**src/rtl/fpga_exp2_tdm_mux.sv**
```systemverilog
// fpga_exp2_tdm_mux
//   Eight-channel time-division multiplexer. Arbitrates among eight 4-bit
//   sources and places one granted word at a time on a shared 4-bit bus,
//   tagged with its 3-bit channel index. The dout/cs pair feeds the EXP2
//   1-to-8 demultiplexer's data4/cs inputs directly.
//
// Parameters
//   HOLD        cycles each granted word stays on the bus (1..15)
//
// Ports
//   clk         system clock, rising edge
//   rst         asynchronous active-high reset
//   en          global enable; new grants only while high
//   req[7:0]    per-channel request levels
//   din0..din7  channel data, sampled at the grant edge only
//   dout[3:0]   registered multiplexed word
//   cs[2:0]     registered channel index of dout
//   valid       high while dout/cs carry a granted word
//   ack[7:0]    one-hot, one-cycle grant pulse
//
// Build option
//   TDM_MUX_RR_EN  defined   : round-robin grant scanning upward from ptr
//                  undefined : fixed priority, lowest set req bit wins
module fpga_exp2_tdm_mux #(
  parameter int HOLD = 2
) (
  input  logic       clk,
  input  logic       rst,
  input  logic       en,
  input  logic [7:0] req,
  input  logic [3:0] din0,
  input  logic [3:0] din1,
  input  logic [3:0] din2,
  input  logic [3:0] din3,
  input  logic [3:0] din4,
  input  logic [3:0] din5,
  input  logic [3:0] din6,
  input  logic [3:0] din7,
  output logic [3:0] dout,
  output logic [2:0] cs,
  output logic       valid,
  output logic [7:0] ack
);

  localparam int NUM_LANES = 8;
  localparam int VEC_W     = 4;

  // cnt is loaded with HOLD-1 so valid stays up for exactly HOLD cycles.
  localparam logic [3:0] HOLD_LOAD = 4'(HOLD - 1);

  typedef enum logic {
    S_IDLE = 1'b0,
    S_HOLD = 1'b1
  } state_t;

  logic [NUM_LANES-1:0][VEC_W-1:0] din_arr;
  assign din_arr = {din7, din6, din5, din4, din3, din2, din1, din0};

  state_t                 state_q, state_d;
  logic [3:0]             cnt_q,   cnt_d;
  logic [VEC_W-1:0]       dout_q,  dout_d;
  logic [2:0]             cs_q,    cs_d;
  logic                   valid_q, valid_d;
  logic [NUM_LANES-1:0]   ack_q,   ack_d;

  // Lower bound of the upward scan. With fixed priority it is tied to 0,
  // so the "upper" request set is simply req.
  logic [2:0] scan_base;
`ifdef TDM_MUX_RR_EN
  logic [2:0] ptr_q, ptr_d;
  assign scan_base = ptr_q;
`else
  assign scan_base = 3'd0;
`endif

  // Requests at or above the scan base; a hit here wins before wrapping.
  logic [NUM_LANES-1:0] hi_req;
  for (genvar i = 0; i < NUM_LANES; i++) begin : g_lane
    fpga_exp2_tdm_mux_lane #(.IDX(i)) u_lane (
      .req_i (req[i]),
      .ptr_i (scan_base),
      .hi_o  (hi_req[i])
    );
  end

  function automatic logic [2:0] lowest(input logic [NUM_LANES-1:0] v);
    lowest = 3'd0;
    for (int i = NUM_LANES - 1; i >= 0; i--)
      if (v[i]) lowest = 3'(i);
  endfunction

  // Nothing at/above the base means the scan wraps past 7 into the low lanes.
  logic [2:0] grant;
  assign grant = (|hi_req) ? lowest(hi_req) : lowest(req);

  always_comb begin
    state_d = state_q;
    cnt_d   = cnt_q;
    dout_d  = dout_q;
    cs_d    = cs_q;
    valid_d = valid_q;
    ack_d   = '0;
`ifdef TDM_MUX_RR_EN
    ptr_d   = ptr_q;
`endif
    case (state_q)
      S_IDLE: begin
        if (en && (|req)) begin
          dout_d  = din_arr[grant];
          cs_d    = grant;
          valid_d = 1'b1;
          ack_d   = 8'd1 << grant;
          cnt_d   = HOLD_LOAD;
          state_d = S_HOLD;
        end
      end
      S_HOLD: begin
        if (cnt_q != 4'd0) begin
          cnt_d = cnt_q - 4'd1;
        end else begin
          // Word done. dout/cs keep their value; valid alone marks them stale.
          valid_d = 1'b0;
          state_d = S_IDLE;
`ifdef TDM_MUX_RR_EN
          // cs_q still holds the granted channel; 3-bit add wraps 7 -> 0.
          ptr_d   = cs_q + 3'd1;
`endif
        end
      end
      default: state_d = S_IDLE;
    endcase
  end

  always_ff @(posedge clk or posedge rst) begin
    if (rst) begin
      state_q <= S_IDLE;
      cnt_q   <= '0;
      dout_q  <= '0;
      cs_q    <= '0;
      valid_q <= 1'b0;
      ack_q   <= '0;
`ifdef TDM_MUX_RR_EN
      ptr_q   <= '0;
`endif
    end else begin
      state_q <= state_d;
      cnt_q   <= cnt_d;
      dout_q  <= dout_d;
      cs_q    <= cs_d;
      valid_q <= valid_d;
      ack_q   <= ack_d;
`ifdef TDM_MUX_RR_EN
      ptr_q   <= ptr_d;
`endif
    end
  end

  assign dout  = dout_q;
  assign cs    = cs_q;
  assign valid = valid_q;
  assign ack   = ack_q;

endmodule

// Per-lane qualifier: flags a request whose index is at or above the
// current scan base.
module fpga_exp2_tdm_mux_lane #(
  parameter int IDX = 0
) (
  input  logic       req_i,
  input  logic [2:0] ptr_i,
  output logic       hi_o
);
  assign hi_o = req_i && (3'(IDX) >= ptr_i);
endmodule

```
**config.mk**
```make
export PLATFORM = sky130hd
export DESIGN_NAME = fpga_exp2_tdm_mux
export DESIGN_NICKNAME = d
export VERILOG_FILES = /design/src/rtl/fpga_exp2_tdm_mux.sv
export SDC_FILE = /design/constraint.sdc
export NUM_CORES = 1
export LEC_CHECK = 0
export ABC_AREA = 1
export ABC_CLOCK_PERIOD_IN_PS = 1200
export BUFFER_PORTS_ARGS = -buffer_cell sky130_fd_sc_hd__clkbuf_2
export CELL_PAD_IN_SITES_DETAIL_PLACEMENT = 2
export CELL_PAD_IN_SITES_GLOBAL_PLACEMENT = 2
export CORE_MARGIN = 3
export CORE_UTILIZATION = 22
export DETAILED_ROUTE_END_ITERATION = 6
export PLACE_DENSITY = 0.78
export SYNTH_ARGS = -nofsm -noshare
export SYNTH_HDL_FRONTEND = slang
export SYNTH_HIERARCHICAL = 1
export SYNTH_SLANG_ARGS = --single-unit
```
**constraint.sdc**
```tcl
create_clock -name clk -period 1.2 [get_ports clk]
set_input_delay 0.06 -clock clk [delete_from_list [all_inputs] [get_ports clk]]
set_output_delay 0.06 -clock clk [all_outputs]
set_load 0.01 [all_outputs]
```
Word-level counts from Yosys, hierarchy flattened

Cells that the tools add are included.

Bits in registers: 21
Output and inout bits: 16
Logic and storage cells: 40

$add $sub $neg: 1
Order comparisons: 1
Equality and inequality tests: 3
Shifts and indexed selects: 1
Mux-type cells: 21
Bitwise gates (word level): 1
Reductions and logical operators: 6

Operators with widths:

| operator            | number |
|---|---|
| $mux 3              | 8 |
| $mux 8              | 2 |
| $bmux 4 s3          | 1 |
| $mux 4              | 3 |
| $pmux 4 s2          | 1 |
| $reduce_or 8->1     | 1 |
| $shl 1x3->8 const A | 1 |
| $reduce_and 2->1    | 3 |
| $lt 3x4->1 const B  | 1 |
| $mux 1              | 4 |
| $ne 2x2->1 const B  | 2 |
| $pmux 1 s2          | 2 |
| $reduce_bool 4->1   | 1 |
| $sub 4x1->4 const B | 1 |
| $ne 2x1->1 const B  | 1 |
| $logic_and 1x1->1   | 1 |
| $not 1->1           | 1 |

Logic depth before layout (Yosys ltp)

Gate-level depths: netlist of the first run.

Depth after elaboration: 11
Mapped depth: 19

Cells and area by module

The synthesis of the first run kept the hierarchy.

Modules (own cells, without submodules):

| module                                         | times used | cells an instance | area each (µm²) | sequential area each (µm²) |
|---|---|---|---|---|
| fpga_exp2_tdm_mux                              | 1          | 215               | 1,451.4         | 525.5 |
| fpga_exp2_tdm_mux_lane at g_lane[2].u_lane ... | 2          | 5                 | 18.8            | 0.0 |
| fpga_exp2_tdm_mux_lane at g_lane[0].u_lane     | 1          | 6                 | 22.5            | 0.0 |
| fpga_exp2_tdm_mux_lane at g_lane[1].u_lane     | 1          | 3                 | 13.8            | 0.0 |
| fpga_exp2_tdm_mux_lane at g_lane[5].u_lane     | 1          | 2                 | 12.5            | 0.0 |
| fpga_exp2_tdm_mux_lane at g_lane[6].u_lane     | 1          | 3                 | 12.5            | 0.0 |
| fpga_exp2_tdm_mux_lane at g_lane[3].u_lane     | 1          | 2                 | 10.0            | 0.0 |
| fpga_exp2_tdm_mux_lane at g_lane[7].u_lane     | 1          | 1                 | 7.5             | 0.0 |

Least setup slack after synthesis of the first run

No wires, ideal clock.

Path type: input to register
Start point: in req[0]
End point: reg dout_q[1] (netlist: dout[1])
Library setup time: 0.121 ns
Arrival time: 1.174 ns
Data required time: 1.079 ns
Path slack: -0.095 ns
Stages on the path: 16
Buffers on the path: 1
Cells stage by stage: nand2_1 > nor2_1 > nor2_2 > nand3_2 > nor2_2 > nand2_2 > clkinv_2 > nand2_4 > nand2_8 > buf_12 > nand2_2 > nand2_1 > nand2_1 > nand2_1 > nand2_1 > nand3_2

Longest elaborated chain between the ends: 3

Ends and longest elaborated chain:

| item                                                             | RTL line    | RTL |
|---|---|---|
| start: declaration                                               | 30          | `input logic [7:0] req,` |
| $mux 3 or $reduce_or 8->1 (tied branches)                        | 89, 94, 108 |  |
| $bmux 4 s3 or $logic_and 1x1->1 (tied branches)                  | 109, 108    |  |
| $mux 4 (not written as such) or $reduce_and 2->1 (tied branches) | -           |  |
| end signal: assignment                                           | 148         | `dout_q <= dout_d;` |
| end: declaration                                                 | 61          | `logic [VEC_W-1:0] dout_q, dout_d;` |

Several ways; a longest one is shown, not always the timed one. The select of a mux whose other input is x is not followed.
A chain may end at the register's enable or synchronous reset.

Final worst setup path of the first run

Start point: in req[5]
End point: reg dout_q[2] (netlist: dout[2])

Longest elaborated chain between the ends: 8

Ends and longest elaborated chain:

| item                         | RTL line | RTL |
|---|---|---|
| $mux 3 (6 in series)         | 89       | `if (v[i]) lowest = 3'(i);` |
| $bmux 4 s3                   | 109      | `dout_d = din_arr[grant];` |
| $mux 4 (not written as such) | 109      |  |

Several ways; a longest one is shown, not always the timed one. The select of a mux whose other input is x is not followed.

==> impl_metrics.json, run 1 <==
{
  "cp_max_fo": 6,
  "layout.cells.non_filler": 449,
  "timing.reg2reg.setup_slack_ns": 0.03,
  "synth_top_flop_cell": "sky130_fd_sc_hd__dfrtp_1",
  "drv.max_cap_violation_count": 0,
  "nNetsFinal": 399,
  "worst_hold_slack_ns": 0.248,
  "pre_cts_slack_ns": -0.346,
  "design.portCount": 59,
  "fin_tns_setup_ns": -0.506,
  "hold_path_depth": 7,
  "core_region_area_sq_mm": 0.00687,
  "number_of_global_route_vias_before_repair": 2035,
  "detail_route.iter0.violations": 73,
  "number_of_input_and_output_port_buffers_inserted": 58,
  "synthMostInstantiatedCell": "sky130_fd_sc_hd__nand2_1",
  "critical_path.endpoint_type": "flip-flop",
  "die-area_sq_mm": 0.00817,
  "synth_top_area_share_pct": 33.5,
  "avgRoutedWirePerCell_um": 15.5,
  "timing.critical_path.required_ns": 1.33,
  "final_report_setup_violation_count": 6,
  "ys_seq_area_share_pct": 33.5,
  "finish.instance_area_sq_mm": 0.00269,
  "drcViolationCount": 0,
  "worst_hold_startpoint": "din5[3]",
  "die_span_y_um": 90.4,
  "worst_r2r_path_depth": 6,
  "outcome": "finished with violations",
  "number_of_placed_cells_counting_well_taps": 432,
  "cts.path.max_buffers": 2,
  "routabilityCongestion": 0.695,
  "synth-warning-count": 6,
  "pwr_density_cell_mw_per_mm2": 1370,
  "power.ir.vdd_worst_mv": 0.435,
  "vias": 1970,
  "timing.hold.worst.class": "input port to flip-flop",
  "crit_path_start_kind": "input port",
  "period_share_pct": 110,
  "crit_type": "input port to flip-flop",
  "cts_buffers": 3,
  "post_dp_cell_area_sq_mm": 0.00223,
  "global_route.overflow_total": 0,
  "hold_path_end": "dout[3]$_DFFE_PP0P_",
  "cts_tree": "built",
  "area_growth_pct": 71.7,
  "placementRows": 30,
  "share_of_post_route_cells_with_drive_strength_above_1_pct": 51.3,
  "report.final.hold_viol_count": 0,
  "unrepaired_setup_endpoints_after_global_routing": "true",
  "post-route-min-period_ns": 1.33,
  "synth_largest_area_cell": "sky130_fd_sc_hd__dfrtp_1",
  "synth_cells": 242,
  "synth_top_cells_by_area": "sky130_fd_sc_hd__dfrtp_1 34%, sky130_fd_sc_hd__nand2_1 23%, sky130_fd_sc_hd__inv_1 8.4%",
  "h-tree-depth": 1,
  "worst_skew_pair.late_latency_ns": 0.26,
  "rr_endpoint": "cnt_q[2]$_DFFE_PP0P_",
  "grt_max_degree": 22,
  "synth.top_cells.by_count": "96 x sky130_fd_sc_hd__nand2_1, 35 x sky130_fd_sc_hd__inv_1, 22 x sky130_fd_sc_hd__nand3_1",
  "cp_data_arrival_time_ns": 1.46,
  "clock-skew-final_ns": 0.00594,
  "postRouteAntennaNets": 0,
  "synth.ff_latch_count": 21,
  "clkSinkCount": 21,
  "first_pass_iters": 4,
  "clock.fmax_mhz": 754,
  "synth-edff-count": 0,
  "rr_startpoint": "cnt_q[0]$_DFFE_PP0P_",
  "post_drt_via_cell_ratio": 4.39,
  "post_synth.cell_area_avg_sq_um": 6.48,
  "clk_root_buffer_cell": "sky130_fd_sc_hd__clkbuf_8",
  "grt_usage_pct": 13.7,
  "slew_violations": 0,
  "global_route_wire_length_before_repair_um": 9400,
  "failed_checks": "setup timing",
  "synth_area_sq_mm": 0.00157,
  "synth_async_sr_flop_share_pct": 100,
  "grt_antenna_before_repair": 0,
  "n_antenna_cell": 0,
  "die_w_um": 90.4,
  "dp_hpwl_um": 4310,
  "leakagePower_nw": 1.48,
  "postLayoutSetupSlackWorst_ns": -0.126,
  "clkSlewWorstSetupHoldPaths_ns": 0.08,
  "wl_um": 6970,
  "initial_core_util_pct": 22.8,
  "netlist-cell-type-count": 27
}
-- cells by family after synthesis --
family	share of synthesized area [%]
DFF	33.5
and+or+nand+nor	45.7
other	0.239
buffers and inverters	13.9
adders and majority gates	1.60
xor gates and xnor gates	0.559
AOI/OAI and AO/OA	4.55
-- cells in the final DEF (no fill, tap or decap), types with 3 or more instances in the layout --
master,instances
sky130_fd_sc_hd__nor2_2,8
sky130_fd_sc_hd__nand3_2,18
sky130_fd_sc_hd__clkbuf_8,3
sky130_fd_sc_hd__inv_2,10
sky130_fd_sc_hd__nand2_1,77
sky130_fd_sc_hd__nand2_4,7
sky130_fd_sc_hd__clkbuf_2,53
sky130_fd_sc_hd__nand2_2,22
sky130_fd_sc_hd__buf_6,8
sky130_fd_sc_hd__a21oi_1,3
sky130_fd_sc_hd__nand3_1,6
sky130_fd_sc_hd__buf_4,28
sky130_fd_sc_hd__conb_1,17
sky130_fd_sc_hd__nand2_8,3
sky130_fd_sc_hd__inv_1,24
sky130_fd_sc_hd__nor2_1,13
sky130_fd_sc_hd__nor2_4,4
sky130_fd_sc_hd__dfrtp_1,20
-- critical path: stages --
cell	delay (ns)
sky130_fd_sc_hd__buf_6	0.07
sky130_fd_sc_hd__inv_2	0.03
sky130_fd_sc_hd__a21oi_2	0.13
sky130_fd_sc_hd__inv_1	0.09
sky130_fd_sc_hd__nand2_1	0.10
sky130_fd_sc_hd__nand2_1	0.06
sky130_fd_sc_hd__nand2_1	0.06
sky130_fd_sc_hd__nand2_1	0.06
sky130_fd_sc_hd__nand2_2	0.11
sky130_fd_sc_hd__nand2_8	0.11
sky130_fd_sc_hd__clkbuf_16	0.19
sky130_fd_sc_hd__nand3_2	0.06
sky130_fd_sc_hd__nand2_1	0.07
sky130_fd_sc_hd__nand2_1	0.06
sky130_fd_sc_hd__nand2_1	0.05
sky130_fd_sc_hd__nand2_1	0.05
sky130_fd_sc_hd__nand3_1	0.09
-- metrics by stage --
stage / utilization, % / total power [mW]
after detailed placement: 32.5 / 2.64
after global routing: 39.2 / 3.96
final: 39.2 / 3.69
after global placement: 32.5 / 2.53
after floorplan: - / 1.93
after CTS: 35.7 / 3.35
-- final cells by class --
class                   instances  area (sq um)
inverters                      37           149
well taps                      96           120
fillers                       839          4180
multi-input cells             196          1180
flip-flops and latches         21           527
clock buffers                   4          45.0
repair buffers                 95           673
-- timing repair --
item | 4_1_cts | 5_1_grt
endpoints found under the setup margin | 13 | 21
endpoints found under the hold margin | 21 | 0
hold buffers | 1 | 0
resized for setup | 28 | 57
buffers inserted | 5 | 2
cloned | 1 | 4
pin swaps | 23 | 34
-- how the worst max path moves through the flow --
stage                                 start                   end  slack, ns  depth (start not counted)
final                                req[5]   dout[2]$_DFFE_PP0P_      -0.13                         17
after global routing                 req[5]   dout[2]$_DFFE_PP0P_      -0.30                         17
after CTS                 state_q$_DFF_PP0_      ack[3]$_DFF_PP0_      -0.05                          5
after detailed placement             req[7]  cnt_q[0]$_DFFE_PP0P_      -0.35                         10
after global placement               req[1]      ack[3]$_DFF_PP0_      -0.28                         11
after floorplan                      req[7]   dout[1]$_DFFE_PP0P_      -0.07                         14
-- where the power goes --
group | switching, mW | total, mW | internal [mW] | leakage [nW]
Sequential | 0.177 | 1.11 | 0.932 | 0.268
Combinational | 1.20 | 2.11 | 0.911 | 1.19
Clock | 0.237 | 0.474 | 0.236 | 0.0228
-- metal layers --
metal  up-vias  wire (um)  track usage (%)
met5         -          0                0
met4         0        115             2.30
met3        14        215            0.917
met2        46       3780             27.5
met1       967       2860             15.8
li1        943          -                -
-- flip-flops by register name (all words and copies together) (netlist names) --
| register | count |
|---|---|
| cs | 3 |
| dout | 4 |
| state_q | 1 |
| ack | 8 |
| valid | 1 |
| cnt_q | 4 |
Note: power is estimated with default switching activity, not from simulation.
==> run 2, diff against run 1 <==
Settings changed: PLACE_DENSITY 0.78 to unset, PLACE_DENSITY_LB_ADDON set to 0.1, SKIP_LAST_GASP set to 1, SLEW_MARGIN set to 20.
==> impl_metrics.json, run 2 (same netlist as run 1, synthesis figures left out) <==
{
  "nNetsFinal": 405,
  "totalPowerFinal_mw": 3.54,
  "slew_violations": 0,
  "critical_path.endpoint_type": "flip-flop",
  "unrepaired_setup_endpoints_after_global_routing": "true",
  "clock.fmax_mhz": 784,
  "postRouteAntennaNets": 0,
  "postLayoutSetupSlackWorst_ns": -0.0748,
  "flip_flop_count_of_the_largest_register_after_layout": 8,
  "global_route.overflow_total": 0,
  "worst_skew_pair.late_latency_ns": 0.26,
  "number_of_placed_cells_counting_well_taps": 435,
  "global_route_wire_length_before_repair_um": 9210,
  "outcome": "finished with violations",
  "area_growth_pct": 74.5,
  "grt_antenna_before_repair": 0,
  "fin_tns_setup_ns": -0.184,
  "cts_buffers": 3,
  "post_drt_via_cell_ratio": 4.17,
  "share_of_post_route_cells_with_drive_strength_above_1_pct": 50.7,
  "clkSlewWorstSetupHoldPaths_ns": 0.08,
  "clock-skew-final_ns": 0.00435,
  "cp_data_arrival_time_ns": 1.42,
  "die-area_sq_mm": 0.00817,
  "h-tree-depth": 1,
  "n_antenna_cell": 0,
  "placementRows": 30,
  "number_of_input_and_output_port_buffers_inserted": 58,
  "number_of_global_route_vias_before_repair": 2016,
  "finalCoreUtilization_pct": 39.8,
  "layout.cells.non_filler": 455,
  "die_span_y_um": 90.4,
  "timing.hold.worst.class": "input port to flip-flop",
  "crit_path_start_kind": "input port",
  "avgRoutedWirePerCell_um": 12.9,
  "grt_max_degree": 22,
  "first_pass_iters": 4,
  "clk_root_buffer_cell": "sky130_fd_sc_hd__clkbuf_8",
  "routabilityCongestion": 0.709,
  "grt_usage_pct": 13.4,
  "pwr_density_cell_mw_per_mm2": 1290,
  "drv.max_cap_violation_count": 0,
  "failed_checks": "setup timing",
  "top_library_cells_by_usage_in_the_layout_fill_and_taps_aside": "78 x sky130_fd_sc_hd__nand2_1, 54 x sky130_fd_sc_hd__clkbuf_2, 36 x sky130_fd_sc_hd__buf_4",
  "crit_type": "input port to flip-flop",
  "report.final.hold_viol_count": 0,
  "post-route-min-period_ns": 1.27,
  "detail_route.iter0.violations": 23,
  "cp_max_fo": 6,
  "initial_core_util_pct": 22.8,
  "timing.critical_path.required_ns": 1.34,
  "vias": 1896,
  "period_share_pct": 106,
  "dp_hpwl_um": 4330,
  "clkSinkCount": 21,
  "leakagePower_nw": 1.52,
  "final_report_setup_violation_count": 6,
  "design.portCount": 59,
  "cts.path.max_buffers": 2,
  "die_w_um": 90.4,
  "wl_um": 5850,
  "layout.cells.most_common": "sky130_fd_sc_hd__nand2_1",
  "drcViolationCount": 0,
  "cts_tree": "built",
  "power.ir.vdd_worst_mv": 0.518,
  "pre_cts_slack_ns": -0.382,
  "core_region_area_sq_mm": 0.00687
}
run 2: cell count changes in the layout (fill, tap and decap cells not counted), moves of 2 or more:
cell	delta
sky130_fd_sc_hd__buf_4	+8
sky130_fd_sc_hd__buf_6	-2
sky130_fd_sc_hd__nor2_1	+2
sky130_fd_sc_hd__o21ai_0	+2
sky130_fd_sc_hd__nand2_2	-2
sky130_fd_sc_hd__nor2_2	-3
run 2: layout make-up:
cell class              instances  area, sq um
clock buffers                   3         41.3
clock inverters                 1         5.00
fillers                       837         4130
inverters                      37          146
multi-input cells             195         1170
flip-flops and latches         21          526
well taps                      96          120
repair buffers                102          726
run 2: routing by layer:
metal | up-vias | wire length (um) | global-route usage (%)
met5 | - | 0 | 0
met4 | 0 | 21 | 2.30
met3 | 2 | 155 | 1.42
met2 | 35 | 3090 | 24.6
met1 | 908 | 2580 | 16.9
li1 | 951 | - | -
run 2: worst max-delay path: stages:
cell                       delay, ns
sky130_fd_sc_hd__buf_6          0.10
sky130_fd_sc_hd__nand2_4        0.05
sky130_fd_sc_hd__nor2_4         0.03
sky130_fd_sc_hd__nor2_2         0.11
sky130_fd_sc_hd__nand3_2        0.12
sky130_fd_sc_hd__nor2_4         0.15
sky130_fd_sc_hd__nand2_4        0.08
sky130_fd_sc_hd__clkinv_4       0.06
sky130_fd_sc_hd__nand2_8        0.09
sky130_fd_sc_hd__buf_12         0.16
sky130_fd_sc_hd__nand3_2        0.06
sky130_fd_sc_hd__nand2_1        0.06
sky130_fd_sc_hd__nand2_1        0.06
sky130_fd_sc_hd__nand2_1        0.07
sky130_fd_sc_hd__nand2_1        0.07
sky130_fd_sc_hd__nand3_1        0.08
run 2: timing repair:
action / in CTS / in global routing
gates resized for setup: 16 / 65
hold buffers: 1 / 0
hold endpoints to repair: 21 / 0
endpoints found under the setup margin: 15 / 21
pin swaps: 23 / 29
buffers inserted: 6 / 6
gates cloned: 1 / 2
run 2: path summary, 6_finish.rpt:
check / startpoint / end / cells past startpoint / slack (ns)
max in group asynchronous: rst / dout[1]$_DFFE_PP0P_ / 4 / 0.62
min in group asynchronous: rst / ack[4]$_DFF_PP0_ / 4 / 0.37
worst min register to register: cs[0]$_DFFE_PP0P_ / cs[0]$_DFFE_PP0P_ / 2 / 0.50
worst min-delay path: din1[1] / dout[1]$_DFFE_PP0P_ / 7 / 0.22
worst max-delay path: req[1] / dout[2]$_DFFE_PP0P_ / 16 / -0.07
worst max register to register: state_q$_DFF_PP0_ / cnt_q[3]$_DFFE_PP0P_ / 5 / 0.04
run 2: power by group:
group          internal [mW]  switching (mW)
logic                  0.919            1.06
registers              0.929           0.165
clock network          0.231           0.232
run 2: stage by stage:
step                      area [sq um]  hold WS (ns)
final                             2740         0.222
after global routing              2740         0.261
after CTS                         2450         0.213
after detailed placement          2250         0.109
after global placement            2250        0.0862
after floorplan                   1680        0.0365
